<file path="config.mk">
export PLATFORM = sky130hd
export DESIGN_NAME = spike_rate_meter
export DESIGN_NICKNAME = d
export VERILOG_FILES = /design/src/rtl/spike_io_pkg.sv /design/src/rtl/spike_edge_counter.sv /design/src/rtl/spike_rate_meter.sv
export SDC_FILE = /design/constraint.sdc
export NUM_CORES = 1
export LEC_CHECK = 0
export CAP_MARGIN = 15
export CORE_AREA = 4 4 132 134
export DETAILED_ROUTE_END_ITERATION = 6
export DIE_AREA = 0 0 136 138
export PLACE_DENSITY = 0.95
export SYNTH_ARGS = -nofsm -noshare
export SYNTH_HDL_FRONTEND = slang
export SYNTH_SLANG_ARGS = --single-unit
</file>
<file path="constraint.sdc">
create_clock -name test_clk -period 9.37 [get_ports test_clk]
set_input_delay 2.3425 -clock test_clk [delete_from_list [all_inputs] [get_ports test_clk]]
set_output_delay 2.3425 -clock test_clk [all_outputs]
set_load 0.05 [all_outputs]
</file>
<file path="src/rtl/spike_io_pkg.sv">
// Shared types and constants for the spike rate meter.
package spike_io_pkg;

  typedef enum logic {
    IDLE = 1'b0,
    RUN  = 1'b1
  } state_e;

  localparam int unsigned         PPS_W   = 32;
  localparam logic [PPS_W-1:0]    PPS_MAX = 32'hFFFF_FFFF;

endpackage

</file>
<file path="src/rtl/spike_edge_counter.sv">
// Rising-edge detector feeding a saturating per-window spike counter.
module spike_edge_counter #(
  parameter int unsigned CNT_W = 16
) (
  input  logic             clk,
  input  logic             rst,
  input  logic             spike_in,
  input  logic             clear,
  input  logic             terminal,
  output logic [CNT_W-1:0] count,
  output logic             sat
);

  logic             prev_q, prev_d;
  logic [CNT_W-1:0] cnt_q, cnt_d;
  logic             sat_q, sat_d;
  logic             edge_det;

  // count/sat include an edge in the current cycle so the terminal cycle's edge is latched
  always_comb begin
    prev_d   = spike_in;
    edge_det = spike_in & ~prev_q;
    count    = cnt_q;
    sat      = sat_q;
    if (!clear && edge_det) begin
      if (cnt_q == {CNT_W{1'b1}}) begin
        sat = 1'b1;
      end else begin
        count = cnt_q + 1'b1;
      end
    end
    cnt_d = count;
    sat_d = sat;
    if (clear || terminal) begin
      cnt_d = '0;
      sat_d = 1'b0;
    end
  end

  always_ff @(posedge clk) begin
    if (rst) begin
      prev_q <= 1'b0;
      cnt_q  <= '0;
      sat_q  <= 1'b0;
    end else begin
      prev_q <= prev_d;
      cnt_q  <= cnt_d;
      sat_q  <= sat_d;
    end
  end

endmodule

</file>
<file path="src/rtl/spike_rate_meter.sv">
// Two-channel spike rate meter: gated window counts latched, scaled to pps and saturated.
module spike_rate_meter
  import spike_io_pkg::*;
#(
  parameter int unsigned WINDOW_CYCLES = 1000,
  parameter logic [31:0] PPS_SCALE     = 32'd1000,
  parameter int unsigned CNT_W         = 16
) (
  input  logic        test_clk,
  input  logic        reset1,
  input  logic        enable,
  input  logic        Ia_spike,
  input  logic        II_spike,
  output logic [31:0] Ia_pps,
  output logic [31:0] II_pps,
  output logic        rate_valid,
  output logic [1:0]  rate_sat
);

  localparam int unsigned      WIN_W    = $clog2(WINDOW_CYCLES);
  localparam logic [WIN_W-1:0] WIN_LAST = WIN_W'(WINDOW_CYCLES - 1);
  localparam int unsigned      PROD_W   = CNT_W + PPS_W;

  function automatic logic prod_ovf(input logic [PROD_W-1:0] p);
    return |p[PROD_W-1:PPS_W];
  endfunction

  function automatic logic [PPS_W-1:0] sat_pps(input logic [PROD_W-1:0] p);
    return prod_ovf(p) ? PPS_MAX : p[PPS_W-1:0];
  endfunction

  state_e             state_q, state_d;
  logic [WIN_W-1:0]   win_q, win_d;
  logic [CNT_W-1:0]   hold_ia_q, hold_ia_d, hold_ii_q, hold_ii_d;
  logic [1:0]         hold_sat_q, hold_sat_d;
  logic               latch_q, latch_d;
  logic [PPS_W-1:0]   ia_pps_q, ia_pps_d, ii_pps_q, ii_pps_d;
  logic               rate_valid_q, rate_valid_d;
  logic [1:0]         rate_sat_q, rate_sat_d;
  logic               count_en, clear, terminal;
  logic [CNT_W-1:0]   ia_count, ii_count;
  logic               ia_sat, ii_sat;
  logic [PROD_W-1:0]  ia_prod, ii_prod;

  spike_edge_counter #(.CNT_W(CNT_W)) u_ia (
    .clk      (test_clk),
    .rst      (reset1),
    .spike_in (Ia_spike),
    .clear    (clear),
    .terminal (terminal),
    .count    (ia_count),
    .sat      (ia_sat)
  );

  spike_edge_counter #(.CNT_W(CNT_W)) u_ii (
    .clk      (test_clk),
    .rst      (reset1),
    .spike_in (II_spike),
    .clear    (clear),
    .terminal (terminal),
    .count    (ii_count),
    .sat      (ii_sat)
  );

  // Dropping enable aborts the window in the same cycle, including the terminal one
  always_comb begin
    state_d = state_q;
    case (state_q)
      IDLE:    if (enable)  state_d = RUN;
      RUN:     if (!enable) state_d = IDLE;
      default: state_d = IDLE;
    endcase
    count_en = (state_q == RUN) && enable;
    clear    = !count_en;
    terminal = count_en && (win_q == WIN_LAST);
    win_d    = (count_en && !terminal) ? win_q + 1'b1 : '0;

    hold_ia_d  = hold_ia_q;
    hold_ii_d  = hold_ii_q;
    hold_sat_d = hold_sat_q;
    if (terminal) begin
      hold_ia_d  = ia_count;
      hold_ii_d  = ii_count;
      hold_sat_d = {ii_sat, ia_sat};
    end
    latch_d = terminal;

    // A latch made before an abort still runs to completion here
    ia_prod      = PROD_W'(hold_ia_q) * PROD_W'(PPS_SCALE);
    ii_prod      = PROD_W'(hold_ii_q) * PROD_W'(PPS_SCALE);
    ia_pps_d     = ia_pps_q;
    ii_pps_d     = ii_pps_q;
    rate_sat_d   = rate_sat_q;
    rate_valid_d = latch_q;
    if (latch_q) begin
      ia_pps_d   = sat_pps(ia_prod);
      ii_pps_d   = sat_pps(ii_prod);
      rate_sat_d = hold_sat_q | {prod_ovf(ii_prod), prod_ovf(ia_prod)};
    end
  end

  always_ff @(posedge test_clk) begin
    if (reset1) begin
      state_q      <= IDLE;
      win_q        <= '0;
      hold_ia_q    <= '0;
      hold_ii_q    <= '0;
      hold_sat_q   <= '0;
      latch_q      <= 1'b0;
      ia_pps_q     <= '0;
      ii_pps_q     <= '0;
      rate_valid_q <= 1'b0;
      rate_sat_q   <= '0;
    end else begin
      state_q      <= state_d;
      win_q        <= win_d;
      hold_ia_q    <= hold_ia_d;
      hold_ii_q    <= hold_ii_d;
      hold_sat_q   <= hold_sat_d;
      latch_q      <= latch_d;
      ia_pps_q     <= ia_pps_d;
      ii_pps_q     <= ii_pps_d;
      rate_valid_q <= rate_valid_d;
      rate_sat_q   <= rate_sat_d;
    end
  end

  assign Ia_pps     = ia_pps_q;
  assign II_pps     = ii_pps_q;
  assign rate_valid = rate_valid_q;
  assign rate_sat   = rate_sat_q;

endmodule

</file>
==> reports/qor.csv <==
stage,metric,value,unit
timing,max frequency,198,MHz
outcome,failing checks,design-rule violations,
synth,Post-Synth Simple-Gate Area,0.139,
finish,ratio of cells with drive above 1 in the final layout,0.0454,
synth,Synth Area in Compound Gates,0.109,
floorplan,Initial Utilization,0.642,
job,max cap viols,0,
floorplan,FP Rows,47,
finish,"commonest cells after routing, fill and taps aside","173 x inv_1, 134 x nor2_1, 130 x dfxtp_1, 110 x ha_1, 107 x fa_1",
worst_setup_path,"Slowest-stage cell, CP",fa_1,
routing,WL per Instance,21.3,um
worst_hold_path,Cells on Worst Hold Path,1,
worst_setup_path,CP Max Fanout,6,
cts,CTS Sinks,131,
cts,Root Driver,clkbuf_16,
timing,RSZ-0062 raised after global routing,no,
synth,Post-Syn Area,10500,um^2
cts,hold buffer count at cts,0,
timing,crit path time final,5.05,ns
timing,final max-slew violation count,0,
global_route,number of global-route vias before repair,9362,
finish,Layout Utilization,0.721,
placement,routability cong.,0.882,
worst_hold_path,HP Start,win_q[0],
power_and_ir_drop,peak supply drop,0.136,mV
synth,asr flop ratio synth,0,
timing,# setup viols final,0,
synth,Mapped Avg Cell Area,9.25,um^2
synth,Synth Instances,1131,
cts,CTS buffer count,17,
routing,Routed WL,30.0,mm
worst_setup_path,Worst Reg-to-Reg Cells,14,
finish,P&R area growth vs syn,12.2,%
routing,met3 wire len,2.98,mm
synth,Synth cell types,69,
worst_setup_path,"Arr. time, crit path",5.34,ns
cts,clk_lat worst skew,0.45,ns
worst_setup_path,"CP delay by family, top",adder cells,
synth,largest family of logic cells by synthesized area,adder cells,
cts,# H-tree levels,4,
power_and_ir_drop,pwr dens,112,nW/um^2
global_route,gr usage total,0.330,
worst_setup_path,CP Class,reg2reg,
worst_setup_path,"slowest stage delay, CP",0.59,ns
synth,"EDFF count, synth",0,
worst_setup_path,R2R Setup Slk,4.32,ns
placement,IO buf count,53,
routing,routed via count,8942,
global_route,initial antenna violation count,0,
cts,CTS tree,yes,
routing,Remaining DRCs,6,
synth,post-synthesis mux area share,0.0317,
routing,vias per std cell,6.35,
routing,drt first-iter violations,1322,
worst_hold_path,hold endpoint,win_q[0],
timing,Slew headroom,0.270,
worst_setup_path,Reg-to-Reg End,Ia_pps[24],
floorplan,Total Die Area,18800,um^2
synth,area share of fa/ha/maj cells after synthesis,0.336,
timing,Final Hold Vio Count,0,
synth,register area share after synthesis,0.251,
placement,DP Wirelength,19.2,mm
cts,post-CTS setup repair buffer count,0,
floorplan,die extent in y,138,um
timing,clock skew,0.0142,ns
routing,Met2 Wirelength,14.0,mm
routing,top sig layer,met4,
cts,post-cts gate resize count,0,
cts,Worst-path clk slew,0.06,ns
routing,1st-pass router iterations,7,
floorplan,Core ar.,16300,um^2
timing,fin crit share,0.539,
routing,met1 WL,10.6,mm
synth,Synth Area in XOR/XNOR,0.0469,
global_route,total grt overflow,0,
worst_setup_path,Worst EP required,9.66,ns
worst_setup_path,r2r startpoint,hold_ia_q[4],
floorplan,I/O pin cnt,72,
worst_setup_path,CP Cell Sequence,inv_1 -> fa_1 -> fa_1 -> fa_1 -> inv_1 -> fa_1 -> ha_1 -> a211oi_1 -> nand2_1 -> a211oi_2 -> o21ai_1 -> a221oi_1 -> xor2_1 -> o21ai_0,
finish,fin nets,1398,
synth,synth warn,0,
cts,clock buffer depth,2,
global_route,first-pass GRT wire length,48.8,mm
global_route,largest net degree at the start of global routing,86,
outcome,status,finished with violations,
finish,# diodes,0,
worst_setup_path,critical path's most frequent cell,fa_1,
worst_setup_path,CP endpoint kind,flop,
timing,Least-Margin Pin Slew,1.09,ns
worst_hold_path,worst hold path class,reg2reg,
finish,"most common cell after layout, fill and taps aside",inv_1,
worst_setup_path,CP startpoint kind,flop,
timing,TNS Setup,0,ns
floorplan,Die W,136,um
power_and_ir_drop,P_leak,4.94,nW
synth,Yosys reg bits,131,
worst_setup_path,CP bufs+invs,2,
synth,"Primary FF master, synth",dfxtp_1,
routing,DRT antenna net count,0,
[kinds of logic after synthesis]
group | count (synthesis)
other cells | 1
fa+ha+maj | 217
flops | 131
simple gates | 304
compound gates | 168
mux | 33
xor+xnor | 56
buf+inv | 221
[state kept, by name (all words and copies together) (netlist names), 2 cells and up]
register / count
rate_sat: 2
win_q: 10
u_ii.cnt_q: 16
u_ia.cnt_q: 16
II_pps: 23
hold_ia_q: 16
hold_ii_q: 16
Ia_pps: 23
hold_sat_q: 2
[cells in the mapped netlist, drive strengths merged, types with 6 or more instances]
library cell,count,area [um^2]
a211oi,30,230
mux2i,32,320
a21o,17,128
fa,107,2140
nand3,29,145
xnor2,30,263
nand2,54,203
o211ai,6,50.1
or3,6,37.5
nor3b,7,52.6
nand2b,9,56.3
nor2b,12,75.1
o21ai,35,175
and3,8,51.3
nand4,14,103
nor3,13,70.1
nor2,135,507
ha,110,1380
a21oi,43,238
xor2,26,228
clkbuf,21,78.8
dfxtp,131,2620
buf,26,173
inv,173,649
[metal layers]
| metal | GRT usage | up-vias |
|---|---|---|
| li1 | - | 3806 |
| met3 | 0.113 | 246 |
| met4 | 0.220 | 0 |
| met5 | 0 | - |
| met2 | 0.520 | 703 |
| met1 | 0.378 | 4187 |
[worst reg2reg max path: stages, from the launching register on]
cell	delay, ns
dfxtp_1	0.49
inv_1	0.15
fa_1	0.49
fa_1	0.57
fa_1	0.59
inv_1	0.08
fa_1	0.46
ha_1	0.40
a211oi_1	0.36
nand2_1	0.15
a211oi_2	0.35
o21ai_1	0.18
a221oi_1	0.31
xor2_1	0.19
o21ai_0	0.11
[stage by stage]
stage,power [W],std cells,worst slack (ns),instance area (um^2),hold slack (ns)
2_1_floorplan,0.000601,1148,5.12,10500,0.413
5_1_grt,0.00134,1409,4.06,11700,0.470
4_1_cts,0.00130,1409,4.39,11700,0.440
3_5_place_dp,0.000600,1377,4.61,11100,0.432
6_report,0.00131,1409,4.32,11700,0.435
3_3_place_gp,0.000600,1377,4.78,11100,0.424
[power by group]
part	internal, W	switching (W)	total [W]
logic	0.00000338	0.0000266	0.0000300
registers	0.000558	0.000000679	0.000558
clock network	0.000448	0.000275	0.000723
[cell type report]
class,count,area [um^2]
Timing Repair Buffer,56,548
Sequential cell,131,2620
Multi-Input combinational cell,796,7010
Inverter,174,653
Fill cell,949,4550
Clock buffer,22,484
Tap cell,220,275
Clock inverter,10,148
[worst max path at each step]
stage / start / endpoint / slack [ns] / cells after the start
after floorplan: hold_ii_q[6] / II_pps[22] / 5.12 / 14
after global placement: reset1 / II_pps[22] / 4.78 / 6
after detailed placement: hold_ia_q[4] / Ia_pps[24] / 4.61 / 16
after CTS: hold_ia_q[4] / Ia_pps[24] / 4.39 / 16
after global routing: hold_ia_q[4] / Ia_pps[24] / 4.06 / 16
final: hold_ia_q[4] / Ia_pps[24] / 4.32 / 14
Power figures use the tool's default switching activity.
